`src/rtl/parity_check_serial.sv`:
```
// Bit-serial RX parity checker: accumulates parity as data bits arrive, checks the
// received parity bit, and keeps per-frame, sticky and counted error status.
module parity_check_serial #(
  parameter int DATA_WIDTH = 8,
  parameter int CNT_WIDTH  = 8
) (
  input  logic                 clk_RX,
  input  logic                 rst,
  input  logic                 frame_start,
  input  logic                 data_bit_vld,
  input  logic                 par_bit_vld,
  input  logic                 sampled_bit,
  input  logic                 PAR_EN,
  input  logic [1:0]           PAR_TYP,
  input  logic                 err_clr,
  output logic                 Parity_Error,
  output logic                 check_done,
  output logic                 par_err_sticky,
  output logic [CNT_WIDTH-1:0] err_count
);

  localparam int BC_W = $clog2(DATA_WIDTH + 1);
  localparam logic [BC_W-1:0] LAST_BIT = BC_W'(DATA_WIDTH - 1);

  typedef enum logic [1:0] {IDLE, DATA, PARITY} state_t;

  state_t          state, state_nxt;
  logic            acc;
  logic [BC_W-1:0] bit_cnt;
  logic            par_en_l;
  logic [1:0]      par_typ_l;
  logic            last_bit;
  logic            frame_fin;
  logic            frame_err;

  function automatic logic [CNT_WIDTH-1:0] sat_inc(input logic [CNT_WIDTH-1:0] v);
    return (&v) ? v : v + CNT_WIDTH'(1);
  endfunction

  function automatic logic expected_parity(input logic a, input logic [1:0] typ);
    case (typ)
      2'b00:   return a;
      2'b01:   return ~a;
      2'b10:   return 1'b1;
      default: return 1'b0;
    endcase
  endfunction

  assign last_bit = data_bit_vld && (bit_cnt == LAST_BIT);

  always_ff @(posedge clk_RX or negedge rst) begin
    if (!rst) state <= IDLE;
    else      state <= state_nxt;
  end

  // frame_start overrides everything, including a coincident data or parity bit
  always_comb begin
    state_nxt = state;
    if (frame_start) begin
      state_nxt = DATA;
    end else begin
      case (state)
        DATA:    if (last_bit) state_nxt = par_en_l ? PARITY : IDLE;
        PARITY:  if (par_bit_vld) state_nxt = IDLE;
        default: state_nxt = state;
      endcase
    end
  end

  always_comb begin
    frame_fin = 1'b0;
    frame_err = 1'b0;
    if (!frame_start) begin
      case (state)
        DATA:    frame_fin = last_bit && !par_en_l;
        PARITY:  begin
          frame_fin = par_bit_vld;
          frame_err = par_bit_vld && (sampled_bit != expected_parity(acc, par_typ_l));
        end
        default: ;
      endcase
    end
  end

  // stage p0 -> registered status; everything lands one cycle after the completing bit
  always_ff @(posedge clk_RX or negedge rst) begin
    if (!rst) begin
      acc            <= 1'b0;
      bit_cnt        <= '0;
      par_en_l       <= 1'b0;
      par_typ_l      <= 2'b00;
      check_done     <= 1'b0;
      Parity_Error   <= 1'b0;
      par_err_sticky <= 1'b0;
      err_count      <= '0;
    end else begin
      check_done <= frame_fin;
      if (frame_start) begin
        acc       <= 1'b0;
        bit_cnt   <= '0;
        par_en_l  <= PAR_EN;
        par_typ_l <= PAR_TYP;
      end else if (state == DATA && data_bit_vld) begin
        acc     <= acc ^ sampled_bit;
        bit_cnt <= bit_cnt + BC_W'(1);
      end
      if (frame_fin) Parity_Error <= frame_err;
      // a clear coincident with a new error leaves that error recorded
      if (err_clr) begin
        par_err_sticky <= frame_err;
        err_count      <= frame_err ? CNT_WIDTH'(1) : '0;
      end else if (frame_err) begin
        par_err_sticky <= 1'b1;
        err_count      <= sat_inc(err_count);
      end
    end
  end

endmodule

```
`config.mk`:
```
export PLATFORM = sky130hd
export DESIGN_NAME = parity_check_serial
export DESIGN_NICKNAME = d
export VERILOG_FILES = /design/src/rtl/parity_check_serial.sv
export SDC_FILE = /design/constraint.sdc
export NUM_CORES = 1
export LEC_CHECK = 0
export CORE_ASPECT_RATIO = 1.2
export CORE_UTILIZATION = 50
export CTS_BUF_LIST = sky130_fd_sc_hd__clkbuf_4
export DETAILED_ROUTE_END_ITERATION = 16
export PLACE_DENSITY_LB_ADDON = 0.1
export SLEW_MARGIN = 40
export SYNTH_ARGS = -nofsm -noshare
export SYNTH_HDL_FRONTEND = slang
export SYNTH_SLANG_ARGS = --single-unit
```
`constraint.sdc`:
```
create_clock -name clk_RX -period 1.93 [get_ports clk_RX]
set_input_delay 0.4825 -clock clk_RX [delete_from_list [all_inputs] [get_ports clk_RX]]
set_output_delay 0.4825 -clock clk_RX [all_outputs]
set_load 0.005 [all_outputs]
```
# == Word-level counts from Yosys, hierarchy flattened ==
# Index checks and enable logic that the tools add are counted.
# word_totals
reg_bits,21
out_inout_bits,11
wordCells,56
in_bits,10
# classes
n_mux,22
add_sub_neg,2
n_reduce_logical,12
eq_ne,9
n_bitwise,2
# ops
operator,n
$mux W8,3
$mux W1,10
$add A8 B1 Y8 const B,1
$mux W2,4
$mux W4,2
$reduce_and A8 Y1,1
$ne A3 B3 Y1 const B,2
$add A4 B1 Y4 const B,1
$eq A2 B1 Y1 const B,2
$eq A2 B2 Y1 const B,2
$eq A4 B3 Y1 const B,1
$logic_and A1 B1 Y1,4
$pmux W2 S2,1
$reduce_bool A2 Y1,2
$pmux W1 S3,1
$reduce_and A3 Y1,1
$reduce_bool A3 Y1,1
$logic_not A2 Y1,1
$ne A2 B2 Y1 const B,1
$pmux W1 S2,1
$reduce_and A2 Y1,1
$logic_not A1 Y1,1
$ne A1 B1 Y1,1
$not A1 Y1,1
$xor A1 B1 Y1,1

# == Longest topological paths before layout ==
# Gate-level depths: netlist of the first run.
# logic_depth
ltp_word,10
ltp_mapped,7
mapped_depth_nobuf,6

# == Worst setup path before layout of the first run ==
# Ideal clock, no wire load.
# synth_path
path_kind,flip-flop to flip-flop
start,register state[0]
end,register err_count[4]
arrival_ns,1.599
slack_ns,0.204
path_buffers,1
required_ns,1.802
setup_ns,0.128
path_stages_with_launch,8
synth_period_minus_slack_ns,1.726
cell_sequence,dfrtp_1 inv_1 ha_1 nand2_1 or2_0 buf_2 nor4_1 mux2_1
# synth_via
elab_chain_cells,5
# synth_rtl
item,line,source
"start, declared",27,"state_t state, state_nxt;"
"start signal, assigned",53,else state <= state_nxt;
$eq A2 B2 Y1,74,case (state)
$mux W1,74,
$mux W1,73,if (!frame_start) begin
$reduce_bool A2 Y1 (no line),-,
$reduce_and A2 Y1 (no line),-,
"end signal, assigned",111,err_count <= frame_err ? CNT_WIDTH'(1) : '0;
"end signal, assigned",114,err_count <= sat_inc(err_count);
"end, declared",19,output logic [CNT_WIDTH-1:0] err_count
# No other way between the ends.
# A chain may end at the register's enable or synchronous reset.

# == Worst setup path after layout of the first run ==
# layout_path
start,input sampled_bit
end,register err_count[5]
# layout_via
elab_chain_cells,6
# layout_rtl
item,line,source
"start, declared",12,"input logic sampled_bit,"
$ne A1 B1 Y1,78,"frame_err = par_bit_vld && (sampled_bit != expected_parity(acc, par_typ_l));"
$logic_and A1 B1 Y1,78,
$mux W1,74,
$mux W1,73,
$reduce_bool A2 Y1 (no line),-,
$reduce_and A2 Y1 (no line),-,
# No other way between the ends.

==> impl_metrics.json, run 1 <==
{
  "status": "finished, final reports clean",
  "netlist_instances": 113,
  "fin_hold_ws_ns": 0.503,
  "hold_end": "par_err_sticky$_DFFE_PN0P_",
  "synth_area_per_cell_um2": 10.2,
  "critical_path_arrival_ns": 2.13,
  "worst_pin_slew_ns": 0.352,
  "syn_nets": 127,
  "slew_violations": 0,
  "remaining_drc_errors": 0,
  "grt_pass1_wl_um": 3420,
  "vias_per_cell": 5.41,
  "cts_tree": "yes",
  "clock_latency_ns": 0.30,
  "antenna_left": 0,
  "max_freq_mhz": 529,
  "grt.total_usage": 0.189,
  "cts_hold_buffers": 0,
  "synth_cell_types": 39,
  "cp_max_fo": 6,
  "start_kind": "input pin",
  "die_area_um2": 2510,
  "maxSlewHeadroom": 0.763,
  "holdCritPathClass": "register to register",
  "first_pass_iters": 4,
  "synth_top_area_cell": "dfrtp_1",
  "drt_iter0_markers": 8,
  "cap_violations": 0,
  "htree_num_levels": 1,
  "worstSetupEndpointType": "register",
  "utilization": 0.700,
  "r2r_start": "state[1]$_DFFE_PN0P_",
  "synth_ff_type": "dfrtp_1",
  "cts.sinks": 21,
  "ff2ff_setup_slack_ns": 0.09,
  "min_from": "par_err_sticky$_DFFE_PN0P_",
  "num_vias": 931,
  "initial_core_util": 0.546,
  "drive_above_1_share": 0.176,
  "rsz0062_at_grt": "false",
  "ys_ff_latch": 21,
  "clockRootBuffer": "clkbuf_4",
  "dp_hpwl_um": 1670,
  "grt_max_degree": 22,
  "cts_buffers": 3,
  "die_h_um": 54.7,
  "synth_edf_count": 0,
  "required_ns": 2.17,
  "ios": 21,
  "cp-startpoint": "sampled_bit",
  "synth_area_um2": 1160,
  "reg2reg_depth": 6,
  "final_cell_mix": "21 x dfrtp_1, 20 x clkdlybuf4s50_1, 11 x nor2_1",
  "fin_crit_ns": 1.89,
  "p_leak_nw": 0.660,
  "clkTransAtPathRegs_ns": 0.12,
  "ir_worst_vdd_v": 0.000665,
  "yosysWarnings": 0,
  "fin_crit_sh": 0.979,
  "worstReg2RegEnd": "Parity_Error$_DFFE_PN0P_",
  "wl_per_cell_um": 12.5,
  "io_buffers": 20,
  "place_congestion": 0.845,
  "fin_ws_ns": 0.0409,
  "final_common_cell": "dfrtp_1",
  "hold_viol_final": 0,
  "yosysTopAreaCellShare": 0.455,
  "fillers": 182,
  "syn_to_final_growth_pct": 28.2,
  "synth-seq-area-share": 0.455,
  "setup_violations": 0,
  "p_per_area_nw_per_um2": 559,
  "coreArea_um2": 2120,
  "ys_top_cells_by_area": "dfrtp_1 45%, ha_1 4.3%, mux2_2 3.9%",
  "ys_async_sr_fraction": 1.00,
  "postRouteWirelength_um": 2140,
  "overflow": 0,
  "layout.nets": 157,
  "antenna_found_initial": 0,
  "dieWidth_um": 45.9,
  "grt_pass1_vias": 863,
  "skew_ns": 0.00449,
  "cts_max_path_buffers": 2,
  "antenna_cells": 0,
  "dp_slack_ns": -0.337,
  "row_count": 18,
  "crit_type": "input pin to register",
  "holdPathStages": 1
}
-- how the worst max path moves through the flow --
stage	cells past startpoint	to	slack, ns
after global routing	6	err_count[5]$_DFFE_PN0P_	0.006
after floorplan	7	err_count[4]$_DFFE_PN0P_	0.20
after detailed placement	6	err_count[5]$_DFFE_PN0P_	-0.34
after global placement	6	err_count[5]$_DFFE_PN0P_	-0.32
after CTS	6	err_count[5]$_DFFE_PN0P_	0.004
final	6	err_count[5]$_DFFE_PN0P_	0.04
-- kinds of logic after synthesis --
logic type,share of synthesized area
compound gates,0.143
xor+xnor,0.0379
simple gates,0.203
fa+ha+maj,0.0433
buf+inv,0.0509
flops,0.455
mux,0.0671
-- repair_timing --
action / 4_1_cts / 5_1_grt
endpoints found under the setup margin: 1 / 2
gates resized for setup: 1 / 1
endpoints found under the hold margin: 0 / 0
setup buffers: 0 / 0
pin swaps: 0 / 0
-- through the flow --
stage	std cells	cell area [µm²]	TNS [ns]	power (mW)
final	172	1480	0	0.829
after global routing	172	1480	0	0.869
after CTS	172	1480	0	0.833
after detailed placement	168	1440	-2.31	0.617
after global placement	168	1440	-2.26	0.614
after floorplan	113	1160	0	0.559
-- final cells by class --
type,instances,area [µm²],share of cell area
clock buffers,3,22.5,0.0152
clock inverters,1,5.00,0.00338
inverters,8,30.0,0.0203
multi-input cells,79,587,0.396
flip-flops and latches,21,526,0.354
well taps,30,37.5,0.0253
repair buffers,30,275,0.186
-- routing by layer --
metal,global-route usage,wire length (µm),up-vias,share of wire
met4,0.0735,12,0,0.0056
met5,0,0,-,0
li1,-,-,464,-
met3,0.0297,59,2,0.028
met1,0.208,894,451,0.42
met2,0.352,1180,14,0.55
-- where the power goes --
part / switching [mW] / total, mW / internal, mW
clock: 0.136 / 0.214 / 0.0772
sequential: 0.0126 / 0.468 / 0.455
combinational: 0.0727 / 0.147 / 0.0744
total: 0.222 / 0.829 / 0.607
-- state kept, by name, indices dropped and copies added, names as in the netlist --
name and count:
acc 1, bit_cnt 4, par_err_sticky 1, check_done 1, Parity_Error 1, state 2
par_en_l 1, err_count 8, par_typ_l 2
-- worst max-delay path, stage by stage --
cell and delay, ns:
clkdlybuf4s50_1 0.46, xnor2_2 0.17, xnor2_2 0.20, buf_4 0.18, or4_1 0.50, a21oi_1 0.15
-- synthesized netlist by cell type (2+ instances only) --
library cell	n
a21oi_1	4
mux2_2	4
nand2_1	9
a21o_1	2
nand3_1	5
xnor2_1	2
or3_1	2
nand2b_1	2
o21ai_0	4
o41ai_1	2
mux2_1	2
dfrtp_1	21
inv_1	8
buf_1	2
buf_2	2
xor2_1	3
or4_1	2
o311ai_1	3
nor2_1	11
ha_1	4
Note: power is estimated with default switching activity, not from simulation.
==> inputs of run 2 (changes only) <==
- clock period: 1.93 -> 1.79 ns (I/O delays scaled with it)
==> impl_metrics.json, run 2 (synthesis results as in run 1) <==
{
  "status": "finished, final reports clean",
  "p_leak_nw": 0.695,
  "fin_total_pwr_uw": 945,
  "path_cells": "clkdlybuf4s50_1, nand2_1, or2_1, buf_4, or4_1, o211ai_1",
  "overflow": 0,
  "coreArea_um2": 2120,
  "start_kind": "input pin",
  "initial_core_util": 0.546,
  "fin_crit_ns": 1.76,
  "top_register": "err_count",
  "finalSetupTns_ns": 0,
  "vias_per_cell": 5.54,
  "required_ns": 2.02,
  "wl_per_cell_um": 13.4,
  "die_h_um": 54.7,
  "final_cell_mix": "20 x dfrtp_1, 19 x clkdlybuf4s50_1, 17 x buf_4",
  "critical_path_arrival_ns": 1.99,
  "worstSetupEndpointType": "register",
  "dp_hpwl_um": 1710,
  "slew_violations": 0,
  "grt_pass1_wl_um": 3700,
  "cts_max_path_buffers": 2,
  "rsz0062_at_grt": "true",
  "holdCritPathClass": "input pin to async pin",
  "first_pass_iters": 4,
  "hold_viol_final": 0,
  "cap_violations": 0,
  "crit_type": "input pin to register",
  "syn_to_final_growth_pct": 34.3,
  "cts.sinks": 21,
  "cp_max_fo": 6,
  "max_freq_mhz": 569,
  "grt_pass1_vias": 915,
  "drive_above_1_share": 0.248,
  "fin_crit_sh": 0.982,
  "gr-usage-met3": 0.0231,
  "ir_worst_vdd_v": 0.000578,
  "reg.largest.list": "err_count (8), bit_cnt (4)",
  "clock_latency_ns": 0.31,
  "setup_violations": 0,
  "dieWidth_um": 45.9,
  "remaining_drc_errors": 0,
  "maxSlewHeadroom": 0.742,
  "postRouteWirelength_um": 2400,
  "grt_use_met1": 0.218,
  "cts_tree": "yes",
  "grt_use_met2": 0.399,
  "ff2ff_setup_slack_ns": 0.05,
  "drt_iter0_markers": 11,
  "grt_max_degree": 22,
  "multiInputGateArea_um2": 604,
  "worst_pin_slew_ns": 0.385,
  "register_area_um2": 527,
  "antenna_found_initial": 0,
  "grt.total_usage": 0.211,
  "fin_hold_ws_ns": 0.473,
  "cts_hold_buffers": 0,
  "clockRootBuffer": "clkbuf_4",
  "htree_num_levels": 1,
  "antenna_cells": 0,
  "r2r_start": "state[0]$_DFFE_PN0P_",
  "ios": 21,
  "antenna_left": 0,
  "top_usage_layer": "met2",
  "place_area_um2": 1430,
  "skew_ns": 0.00664,
  "p_per_area_nw_per_um2": 609,
  "io_buffers": 20,
  "layout.nets": 164,
  "max_stage_delay_ns": 0.51,
  "row_count": 18,
  "die_area_um2": 2510,
  "fin_area_um2": 1550,
  "num_vias": 992,
  "cts_buffers": 3,
  "place_congestion": 0.836,
  "worstReg2RegEnd": "err_count[0]$_DFFE_PN0P_",
  "reg2reg_depth": 7,
  "cp_slowest_cell": "clkdlybuf4s50_1",
  "clkTransAtPathRegs_ns": 0.13,
  "fillers": 169,
  "largest_reg_flops": 8,
  "final_common_cell": "dfrtp_1"
}
[run 2: power breakdown]
part	internal [mW]	total, mW	leakage (nW)	switching (mW)
Sequential	0.491	0.504	0.278	0.0130
Combinational	0.111	0.203	0.399	0.0923
Clock	0.0834	0.238	0.0177	0.155
Total	0.685	0.945	0.695	0.260
[run 2: worst max path at each step]
stage                         start                  endpoint  cells past startpoint
6_report                par_bit_vld  err_count[0]$_DFFE_PN0P_                      6
5_1_grt        state[0]$_DFFE_PN0P_  err_count[0]$_DFFE_PN0P_                      7
4_1_cts        state[0]$_DFFE_PN0P_  err_count[0]$_DFFE_PN0P_                      7
3_5_place_dp            sampled_bit  err_count[5]$_DFFE_PN0P_                      6
3_3_place_gp            sampled_bit  err_count[5]$_DFFE_PN0P_                      6
2_1_floorplan  state[0]$_DFFE_PN0P_  err_count[4]$_DFFE_PN0P_                      7
[run 2: what timing repair did]
| item | in CTS | in global routing |
|---|---|---|
| pin swaps | 1 | 0 |
| endpoints found under the setup margin | 6 | 7 |
| setup buffers | 3 | 5 |
| resized for setup | 5 | 4 |
[run 2: per-stage QoR]
step	cells	setup slack (ns)	util
2_1_floorplan	113	0.0638	-
3_3_place_gp	167	-0.429	0.677
3_5_place_dp	167	-0.456	0.677
4_1_cts	174	0.0128	0.712
5_1_grt	179	-0.0469	0.733
6_report	179	0.0330	0.733
[run 2: final cells by class]
cell class | count | share of cell area
Clock buffer | 3 | 0.0145
Clock inverter | 1 | 0.00322
Multi-Input combinational cell | 79 | 0.389
Tap cell | 30 | 0.0242
Timing Repair Buffer | 37 | 0.210
Inverter | 8 | 0.0193
Sequential cell | 21 | 0.339
[run 2: critical path, delay by kind of cell]
kind / cells / cell delay, ns
buf+inv: 2 / 0.67
simple gates: 3 / 0.77
compound gates: 1 / 0.09
[run 2: routing by layer]
metal / wire [µm] / share of wire
met5: 0 / 0
met4: 36 / 0.015
met3: 48 / 0.020
met2: 1310 / 0.55
met1: 997 / 0.42
==> inputs of run 3 (changes only) <==
- CELL_PAD_IN_SITES_DETAIL_PLACEMENT: not set -> 0
- CELL_PAD_IN_SITES_GLOBAL_PLACEMENT: not set -> 1
- CORE_UTILIZATION: 50 -> 41
- CTS_CLUSTER_DIAMETER: not set -> 200
- SLEW_MARGIN: 40 -> not set
==> impl_metrics.json, run 3 (synthesis results as in run 1) <==
{
  "worstReg2RegEnd": "err_count[5]$_DFFE_PN0P_",
  "worst_pin_slew_ns": 0.367,
  "grt_max_degree": 22,
  "setup_violations": 0,
  "cap_violations": 0,
  "cts_buffers": 3,
  "remaining_drc_errors": 0,
  "intPower_uw": 687,
  "top_register": "err_count",
  "max_stage_delay_ns": 0.53,
  "cts.sinks": 21,
  "overflow": 0,
  "path_cells": "clkdlybuf4s50_1",
  "die_h_um": 60.2,
  "grt.total_usage": 0.177,
  "place_congestion": 0.797,
  "maxSlewHeadroom": 0.754,
  "start_kind": "register",
  "reg.largest.list": "err_count (8), bit_cnt (4)",
  "fin_crit_ns": 1.72,
  "cts_tree": "yes",
  "reg2reg_depth": 6,
  "postRouteWirelength_um": 2310,
  "syn_to_final_growth_pct": 35.9,
  "die_area_um2": 3040,
  "final_cell_mix": "20 x dfrtp_1, 19 x clkdlybuf4s50_1, 17 x buf_4",
  "grt_pass1_wl_um": 4030,
  "final_common_cell": "dfrtp_1",
  "multiInputGateArea_um2": 613,
  "antenna_left": 0,
  "critical_path_arrival_ns": 1.28,
  "status": "finished, final reports clean",
  "crit_type": "register to output port",
  "fin_total_pwr_uw": 924,
  "num_vias": 943,
  "ios": 21,
  "antenna_cells": 0,
  "comb_power_share": 0.198,
  "initial_core_util": 0.444,
  "cp_slowest_cell": "clkdlybuf4s50_1",
  "fin_ws_ns": 0.0675,
  "fin_area_um2": 1570,
  "coreArea_um2": 2600,
  "htree_num_levels": 1,
  "r2r_start": "state[0]$_DFFE_PN0P_",
  "clkTransAtPathRegs_ns": 0.11,
  "cts_max_path_buffers": 2,
  "grt_pass1_vias": 976,
  "vias_per_cell": 5.18,
  "p_seq_frac": 0.544,
  "clkPwrFrac": 0.258,
  "clockRootBuffer": "clkbuf_4",
  "register_area_um2": 527,
  "place_area_um2": 1470,
  "skew_ns": 0.00195,
  "crit_buf_inv": 1,
  "cp_max_fo": 6,
  "rsz0062_at_grt": "true",
  "fillers": 240,
  "fin_crit_sh": 0.962,
  "dieWidth_um": 50.5,
  "slew_violations": 0,
  "drt_iter0_markers": 19,
  "critPathTopFamily": "buffers and inverters",
  "switching_share": 0.256,
  "max_freq_mhz": 581,
  "drive_above_1_share": 0.248,
  "antenna_found_initial": 0,
  "worstSetupEndpointType": "output port",
  "dp_hpwl_um": 1790,
  "p_leak_nw": 0.692,
  "ir_worst_vdd_v": 0.000444,
  "netSwitchingPower_uw": 237,
  "p_per_area_nw_per_um2": 588,
  "clock_latency_ns": 0.29,
  "io_buffers": 20,
  "layout.nets": 164,
  "first_pass_iters": 4,
  "largest_reg_flops": 8,
  "row_count": 20,
  "hold_viol_final": 0,
  "wl_per_cell_um": 12.7,
  "ff2ff_setup_slack_ns": 0.10,
  "dp_slack_ns": -0.346,
  "finalSetupTns_ns": 0,
  "holdCritPathClass": "input pin to async pin",
  "required_ns": 1.34
}
run 3: per-stage QoR:
step / hold slack, ns / instances / util
floorplan: 0.152 / 113 / -
global placement: 0.465 / 175 / 0.566
detailed placement: 0.472 / 175 / 0.566
CTS: 0.483 / 179 / 0.580
global route: 0.490 / 182 / 0.604
finish: 0.487 / 182 / 0.604
run 3: how the worst max path moves through the flow:
| stage | startpoint | endpoint | slack (ns) | cells after the start |
|---|---|---|---|---|
| after floorplan | state[0]$_DFFE_PN0P_ | err_count[4]$_DFFE_PN0P_ | 0.06 | 7 |
| after global placement | sampled_bit | err_count[4]$_DFFE_PN0P_ | -0.32 | 6 |
| after detailed placement | sampled_bit | err_count[4]$_DFFE_PN0P_ | -0.35 | 6 |
| after CTS | state[1]$_DFFE_PN0P_ | Parity_Error$_DFFE_PN0P_ | 0.0005 | 6 |
| after global routing | state[1]$_DFFE_PN0P_ | Parity_Error$_DFFE_PN0P_ | -0.02 | 6 |
| final | err_count[3]$_DFFE_PN0P_ | err_count[3] | 0.07 | 1 |
run 3: layout make-up:
cell class              count  area share
well taps                  33      0.0263
inverters                   8      0.0191
repair buffers             37       0.210
clock buffers               4      0.0191
flip-flops and latches     21       0.335
multi-input cells          79       0.390
run 3: routing by layer:
layer	vias up	wire length, µm	global-route usage
met5	-	0	0
met4	0	19	0.0635
met3	2	64	0.0305
met2	12	1290	0.339
met1	453	938	0.195
li1	476	-	-
run 3: power groups by stage:
stage                     clock network [mW]  logic (mW)  registers [mW]
final                                  0.238       0.183           0.502
after global routing                   0.275       0.206           0.504
after CTS                              0.256       0.169           0.503
after detailed placement                   0       0.168           0.512
after global placement                     0       0.165           0.511
after floorplan                            0      0.0925           0.510
run 3: timing repair:
action                     CTS  global route
pin swaps                    0             2
hold endpoints to repair     0             0
setup endpoints to repair    1            10
resized for setup            1            10
setup buffers                0             3
hold buffers                 0             0
